[config.mk]
export PLATFORM = sky130hd
export DESIGN_NAME = freq_divider_tracker
export DESIGN_NICKNAME = d
export VERILOG_FILES = /design/src/rtl/freq_divider_tracker.sv
export SDC_FILE = /design/constraint.sdc
export NUM_CORES = 1
export LEC_CHECK = 0
export ABC_AREA = 1
export BUFFER_PORTS_ARGS = -buffer_cell sky130_fd_sc_hd__buf_2
export CAP_MARGIN = 15
export CORE_UTILIZATION = 35
export CTS_CLUSTER_SIZE = 20
export DETAILED_ROUTE_END_ITERATION = 8
export HOLD_SLACK_MARGIN = 0.02
export SLEW_MARGIN = 40
export SYNTH_ARGS = -nofsm -noshare
export SYNTH_HDL_FRONTEND = slang
export SYNTH_SLANG_ARGS = --single-unit
export TNS_END_PERCENT = 50
[constraint.sdc]
create_clock -name RefClk -period 4.1 [get_ports RefClk]
set_clock_uncertainty 0.2 [all_clocks]
set_input_delay 0 -clock RefClk [delete_from_list [all_inputs] [get_ports RefClk]]
set_output_delay 0 -clock RefClk [all_outputs]
set_load 0.01 [all_outputs]
[src/rtl/freq_divider_tracker.sv]
// Measures the InFreq period in RefClk cycles and synthesises OutFreq with
// period = measured period * 2^n. Exposes the adjust/done lock handshake.
module freq_divider_tracker #(
    parameter int WIDTH = 16
) (
    input  logic             RefClk,
    input  logic             rst,
    input  logic             adjust,
    input  logic             InFreq,
    input  logic [2:0]       n,
    output logic             OutFreq,
    output logic             done,
    output logic             err,
    output logic [WIDTH-1:0] period,
    output logic [15:0]      shiftduration
);

    localparam int TW = WIDTH + 7;
    // Timeout fires on the cycle the counter would reach its all-ones value.
    localparam logic [WIDTH-1:0] CNT_TRIP = {{(WIDTH-1){1'b1}}, 1'b0};

    typedef enum logic [2:0] {
        S_IDLE,
        S_WAIT1,
        S_MEASURE,
        S_SCALE,
        S_RUN
    } state_t;

    state_t           state_q, state_d;
    logic             sync1_q, sync1_d;
    logic             sync2_q, sync2_d;
    logic             sync3_q, sync3_d;
    logic             in_edge_q, in_edge_d;
    logic [WIDTH-1:0] cnt_q, cnt_d;
    logic [TW-1:0]    tgt_q, tgt_d;
    logic [TW-1:0]    ocnt_q, ocnt_d;
    logic [2:0]       shc_q, shc_d;
    logic [2:0]       n_r_q, n_r_d;
    logic [15:0]      timer_q, timer_d;
    logic             out_q, out_d;
    logic             done_q, done_d;
    logic             err_q, err_d;
    logic [WIDTH-1:0] period_q, period_d;
    logic [15:0]      shdur_q, shdur_d;
    logic [15:0]      timer_inc;
    logic             enter_run;

    always_comb begin
        state_d   = state_q;
        sync1_d   = InFreq;
        sync2_d   = sync1_q;
        sync3_d   = sync2_q;
        in_edge_d = sync2_q & ~sync3_q;
        cnt_d     = cnt_q;
        tgt_d     = tgt_q;
        ocnt_d    = ocnt_q;
        shc_d     = shc_q;
        n_r_d     = n_r_q;
        timer_d   = timer_q;
        out_d     = out_q;
        done_d    = done_q;
        err_d     = err_q;
        period_d  = period_q;
        shdur_d   = shdur_q;
        enter_run = 1'b0;
        timer_inc = (timer_q == 16'hFFFF) ? timer_q : timer_q + 16'd1;

        case (state_q)
            S_WAIT1: begin
                timer_d = timer_inc;
                if (in_edge_q) begin
                    cnt_d   = {{(WIDTH-1){1'b0}}, 1'b1};
                    state_d = S_MEASURE;
                end else if (cnt_q == CNT_TRIP) begin
                    err_d   = 1'b1;
                    state_d = S_IDLE;
                end else begin
                    cnt_d = cnt_q + 1'b1;
                end
            end
            S_MEASURE: begin
                timer_d = timer_inc;
                if (in_edge_q) begin
                    period_d = cnt_q;
                    tgt_d    = TW'(cnt_q);
                    shc_d    = n_r_q;
                    if (n_r_q == 3'd0) enter_run = 1'b1;
                    else               state_d   = S_SCALE;
                end else if (cnt_q == CNT_TRIP) begin
                    err_d   = 1'b1;
                    state_d = S_IDLE;
                end else begin
                    cnt_d = cnt_q + 1'b1;
                end
            end
            S_SCALE: begin
                timer_d = timer_inc;
                tgt_d   = tgt_q << 1;
                shc_d   = shc_q - 3'd1;
                if (shc_q == 3'd1) enter_run = 1'b1;
            end
            S_RUN: begin
                ocnt_d = (ocnt_q == tgt_q - 1'b1) ? '0 : ocnt_q + 1'b1;
                // Odd targets put the extra cycle in the low phase.
                out_d  = (ocnt_d < (tgt_q >> 1));
            end
            default: ;
        endcase

        if (enter_run) begin
            state_d = S_RUN;
            done_d  = 1'b1;
            ocnt_d  = '0;
            out_d   = 1'b1;
            shdur_d = timer_inc;
        end

        if (adjust && (state_q == S_IDLE || state_q == S_RUN)) begin
            n_r_d   = n;
            err_d   = 1'b0;
            done_d  = 1'b0;
            out_d   = 1'b0;
            timer_d = '0;
            cnt_d   = '0;
            state_d = S_WAIT1;
        end
    end

    always_ff @(posedge RefClk) begin
        if (rst) begin
            state_q   <= S_IDLE;
            sync1_q   <= 1'b0;
            sync2_q   <= 1'b0;
            sync3_q   <= 1'b0;
            in_edge_q <= 1'b0;
            cnt_q     <= '0;
            tgt_q     <= '0;
            ocnt_q    <= '0;
            shc_q     <= '0;
            n_r_q     <= '0;
            timer_q   <= '0;
            out_q     <= 1'b0;
            done_q    <= 1'b0;
            err_q     <= 1'b0;
            period_q  <= '0;
            shdur_q   <= '0;
        end else begin
            state_q   <= state_d;
            sync1_q   <= sync1_d;
            sync2_q   <= sync2_d;
            sync3_q   <= sync3_d;
            in_edge_q <= in_edge_d;
            cnt_q     <= cnt_d;
            tgt_q     <= tgt_d;
            ocnt_q    <= ocnt_d;
            shc_q     <= shc_d;
            n_r_q     <= n_r_d;
            timer_q   <= timer_d;
            out_q     <= out_d;
            done_q    <= done_d;
            err_q     <= err_d;
            period_q  <= period_d;
            shdur_q   <= shdur_d;
        end
    end

    assign OutFreq       = out_q;
    assign done          = done_q;
    assign err           = err_q;
    assign period        = period_q;
    assign shiftduration = shdur_q;

endmodule

==> flow_results.org <==
** Status
- The flow ran to the end, and the final reports show no timing, DRC or antenna violations.

** Yosys
- Count of different cell masters after synthesis :: 38
- Number of storage elements in the synthesis netlist :: approximately 130
- Mapped Area :: a little over 0.007 sq mm
- Count of warnings emitted by yosys :: 0
- sky130_fd_sc_hd__nand2_1 is the most common cell in the netlist.
- After synthesis, the mean cell area works out to about 6.8 sq um.
- Gate count after technology mapping :: around 1100
- Number of nets in the synthesized netlist :: 1090
- Largest area contributor in the synthesized netlist :: sky130_fd_sc_hd__dfxtp_1
- Most numerous cell types in the synthesized netlist :: sky130_fd_sc_hd__nand2_1, sky130_fd_sc_hd__inv_1, sky130_fd_sc_hd__dfxtp_1, sky130_fd_sc_hd__nor2_1, sky130_fd_sc_hd__a21oi_1
- Of the synthesized area, sequential elements account for around a third.
- Among all flip-flop cells after synthesis, the most frequent one is sky130_fd_sc_hd__dfxtp_1.
- Top post-synthesis cells by area :: sky130_fd_sc_hd__dfxtp_1, sky130_fd_sc_hd__nand2_1, sky130_fd_sc_hd__inv_1, sky130_fd_sc_hd__a21oi_1, sky130_fd_sc_hd__nor2_1
- Counting flops with a built-in enable in the synthesized netlist gives 0.
- Top cell type's share of synthesized area :: a little over a third
- Of all flip-flops after synthesis, the portion carrying an async set or reset was 0%.

** Route
- Routed vias :: 6680
- Post-detailed-routing wire length :: between 15000 and 20000 microns
- After detailed routing, the number of vias per cell comes to approximately 4.8.
- Routed length per instance :: 12.9 microns
- In the routed design, unresolved DRC markers number 0.
- Post-route antenna net violation count :: 0
- After the first detailed-routing iteration, the DRC count stood at around 350.
- Pre-Repair DR Iteration Count :: 9

** Clock network
- Clock-pin slew was measured on the worst setup and hold paths at roughly 60 ps.
- Once the clock tree was built, the setup fixing pass inserted 0 buffers.
- Cts bufs inserted :: 17
- CTS saw roughly 130 sinks.
- Root Buffer Master :: sky130_fd_sc_hd__clkbuf_16
- The clock tree synthesis step divided the H-tree into 4 levels.
- TritonCTS built the clock tree.
- Latest clock arrival within the worst-skew pair :: roughly 420 ps
- The clock passes through at most 2 buffers.

** Placed design
- Port Buf Inserts :: 41
- Detailed placer's ending HPWL :: ~13000 microns
- Placement-stage worst setup slack :: 726 ps
- Global placer's final weighted congestion :: around 0.89
- Post-Place Cells :: between 1000 and 1500

** Timing
- Hold Fails Final Rpt :: 0
- Worst rel slew slack :: around 64%
- Of the available clock period, the critical path in the final layout requires approximately 83%.
- RSZ-0062 raised after global routing :: false
- Setup slack after layout :: 683 ps
- Setup TNS Final :: 0 ps
- Number of endpoints failing setup at the final stage :: 0
- Transition time of the tightest slew-check pin :: between 500 and 600 ps
- Derived from the worst setup path, the maximum achievable clock frequency is about 300 MHz.
- The total count of max-transition violations in the final report was 0.
- For the finished layout, the period the worst path requires is about 3400 ps.

** Pwr
- Internal power contribution :: between 2 and 2.5 mW
- Summed over all nets, the switching power comes to 0.706 mW.
- In this run, the clock network consumes between 50% and 60% of the power.
- Switching fraction of total power :: 23.9%
- The analysis attributes to cell leakage a power of around 3.8 nW.
- Cell Pwr Density :: around 350 mW/mm^2
- Part of the total power dissipated in sequential elements :: roughly 43%
- IR analysis of the VDD net gives a maximum drop of roughly 0.28 mV.
- Comb pwr share :: 4.3%

** Layout
- Post-layout util :: a little over two fifths
- The area growth from synthesis to layout is 17.0%.
- At the end of the flow, the number of nets in the layout was 1142.
- The number of antenna diodes in the final layout is 0.
- Leaving out filler cells and counting taps, the final layout contains roughly 1400.
- Layout filler cell count :: roughly 2100
- Of the cells placed in the final design, the portion with a size suffix greater than 1 is between 10% and 20%.

** Floorplanning
- Die boundary width :: 145 microns
- Die Footprint :: 0.0211 sq mm
- Core area :: approximately 0.020 sq mm
- Boundary Pins :: 42
- The floorplan has between 50 and 60 rows.
- From bottom edge to top edge, the die measures around 150 microns.
- Starting density of the core :: a little over a third

** Global routing
- Global routing used approximately 18% of the available tracks.
- Initial antenna violation count :: 0
- Via count of the first global-routing pass :: 6453
- For this run the aggregate overflow at the end of global routing stands at 0.
- Pin count of the biggest net entering global routing :: 49
- First-pass GRT wire length :: 30600 microns

** Critical path
- Largest incremental delay on the critical path :: roughly 340 ps
- The slowest stage of the critical path is the sky130_fd_sc_hd__dfxtp_1 cell.
- At the worst endpoint, the arrival time is 3520 ps.
- Library cell appearing most often on the critical path :: sky130_fd_sc_hd__nand2_1
- Cell family contributing the most delay on the critical path :: simple AND/OR/NAND/NOR gates
- Critical path capture point type :: flip-flop
- Worst Path Buf+Inv :: 4
- Data required, critical path :: between 4000 and 5000 ps
- Crit Path Category :: reg -> reg
- Cells along the critical path :: inv_1, ha_1, nand2_1, nor2_2, nand3_1, o21bai_1, nand2_1, nor2_1, nand3_1, nor2_4, nand2_4, inv_2, or2_1, inv_1, ha_1, nand2_1, inv_1, nand4_1, nor3_1, nand2_1, nand2_1, a21oi_2
- The worst setup path is launched from a flip-flop.
- Peak fanout along the critical path :: 15

** Run
- Maxcap violations :: 0

** Min path
- Type of the most critical hold path :: reg -> reg
## kinds of logic (layout without fill, tap and decap cells)
| kind of cell | Yosys count | after routing | synth area share [%] |
|---|---|---|---|
| and+or+nand+nor | 499 | 499 | 31.5 |
| adders and majority gates | 28 | 28 | 4.87 |
| xor gates and xnor gates | 44 | 44 | 5.36 |
| buffers and inverters | 172 | 237 | 9.05 |
| AOI/OAI and AO/OA | 186 | 186 | 14.1 |
| DFF | 126 | 126 | 35.1 |
## area by class of cell
class	instances	area (sq um)	share of cell area (%)
clock buffer	17	425	5.06
clock inverter	15	185	2.20
inverter	145	544	6.47
multi-input combinational	757	4020	47.7
sequential	126	2520	30.0
tap	270	338	4.02
timing repair buffer	60	380	4.52
## metrics by stage
step	cell area (sq um)	hold slack (ps)	total power, mW
after floorplan	7190	-93.0	1.37
after global placement	7680	31.8	1.40
after detailed placement	7680	28.9	1.41
after CTS	8410	193	2.98
after global routing	8410	208	3.06
final	8410	188	2.96
## final timing paths
check                           startpoint  slack, ps  cells after the start   endpoint
worst min-delay path               sync3_q        190                      1  in_edge_q
worst max register to register    tgt_q[0]        680                     22    OutFreq
worst max-delay path              tgt_q[0]        680                     22    OutFreq
worst min register to register     sync3_q        190                      1  in_edge_q
## state kept, by name (all words and copies together), names as in the netlist
name,flops
done,1
n_r_q,3
shc_q,3
ocnt_q,23
OutFreq,1
err,1
in_edge_q,1
state_q,3
sync2_q,1
sync3_q,1
tgt_q,23
sync1_q,1
timer_q,16
cnt_q,16
period,16
shiftduration,16
## cells in the final DEF (no fill, tap or decap), types with 7 or more instances in the layout
| cell type | count |
|---|---|
| sky130_fd_sc_hd__a211oi_1 | 7 |
| sky130_fd_sc_hd__a21oi_1 | 76 |
| sky130_fd_sc_hd__a31oi_1 | 17 |
| sky130_fd_sc_hd__buf_2 | 40 |
| sky130_fd_sc_hd__buf_4 | 8 |
| sky130_fd_sc_hd__clkbuf_16 | 17 |
| sky130_fd_sc_hd__dfxtp_1 | 126 |
| sky130_fd_sc_hd__dlygate4sd3_1 | 12 |
| sky130_fd_sc_hd__ha_1 | 28 |
| sky130_fd_sc_hd__inv_1 | 135 |
| sky130_fd_sc_hd__nand2_1 | 247 |
| sky130_fd_sc_hd__nand2_2 | 9 |
| sky130_fd_sc_hd__nand3_1 | 59 |
| sky130_fd_sc_hd__nand4_1 | 21 |
| sky130_fd_sc_hd__nor2_1 | 97 |
| sky130_fd_sc_hd__nor2_2 | 13 |
| sky130_fd_sc_hd__nor2_4 | 8 |
| sky130_fd_sc_hd__nor3_1 | 15 |
| sky130_fd_sc_hd__o21ai_0 | 69 |
| sky130_fd_sc_hd__xnor2_1 | 20 |
| sky130_fd_sc_hd__xor2_1 | 24 |
## power groups by stage
stage / combinational (mW) / clock [mW] / sequential [mW]
after CTS: 0.127 / 1.59 / 1.26
final: 0.127 / 1.57 / 1.26
after detailed placement: 0.117 / 0 / 1.29
after floorplan: 0.0868 / 0 / 1.29
after global placement: 0.115 / 0 / 1.29
after global routing: 0.145 / 1.65 / 1.27
## worst register-to-register path: cells and delay by family, from the launching register on
family | cells | cell delay, ps
simple gates | 14 | 1630
fa+ha+maj | 2 | 490
buf+inv | 4 | 460
flops | 1 | 340
compound gates | 2 | 200
## timing repair
action | CTS | global route
hold buffers | 12 | 0
endpoints found under the hold margin | 49 | 0
gates resized for setup | 0 | 0
## routing by layer
metal / routed length (microns) / vias to the layer above / share of wire, % / GRT usage (%)
met2: 8550 / 98 / 48 / 29.7
li1: - / 3530 / - / -
met3: 587 / 23 / 3.3 / 3.81
met1: 8530 / 3029 / 48 / 22.7
met4: 262 / 0 / 1.5 / 5.42
met5: 0 / - / 0 / 0
(Power assumes the default switching activity.)
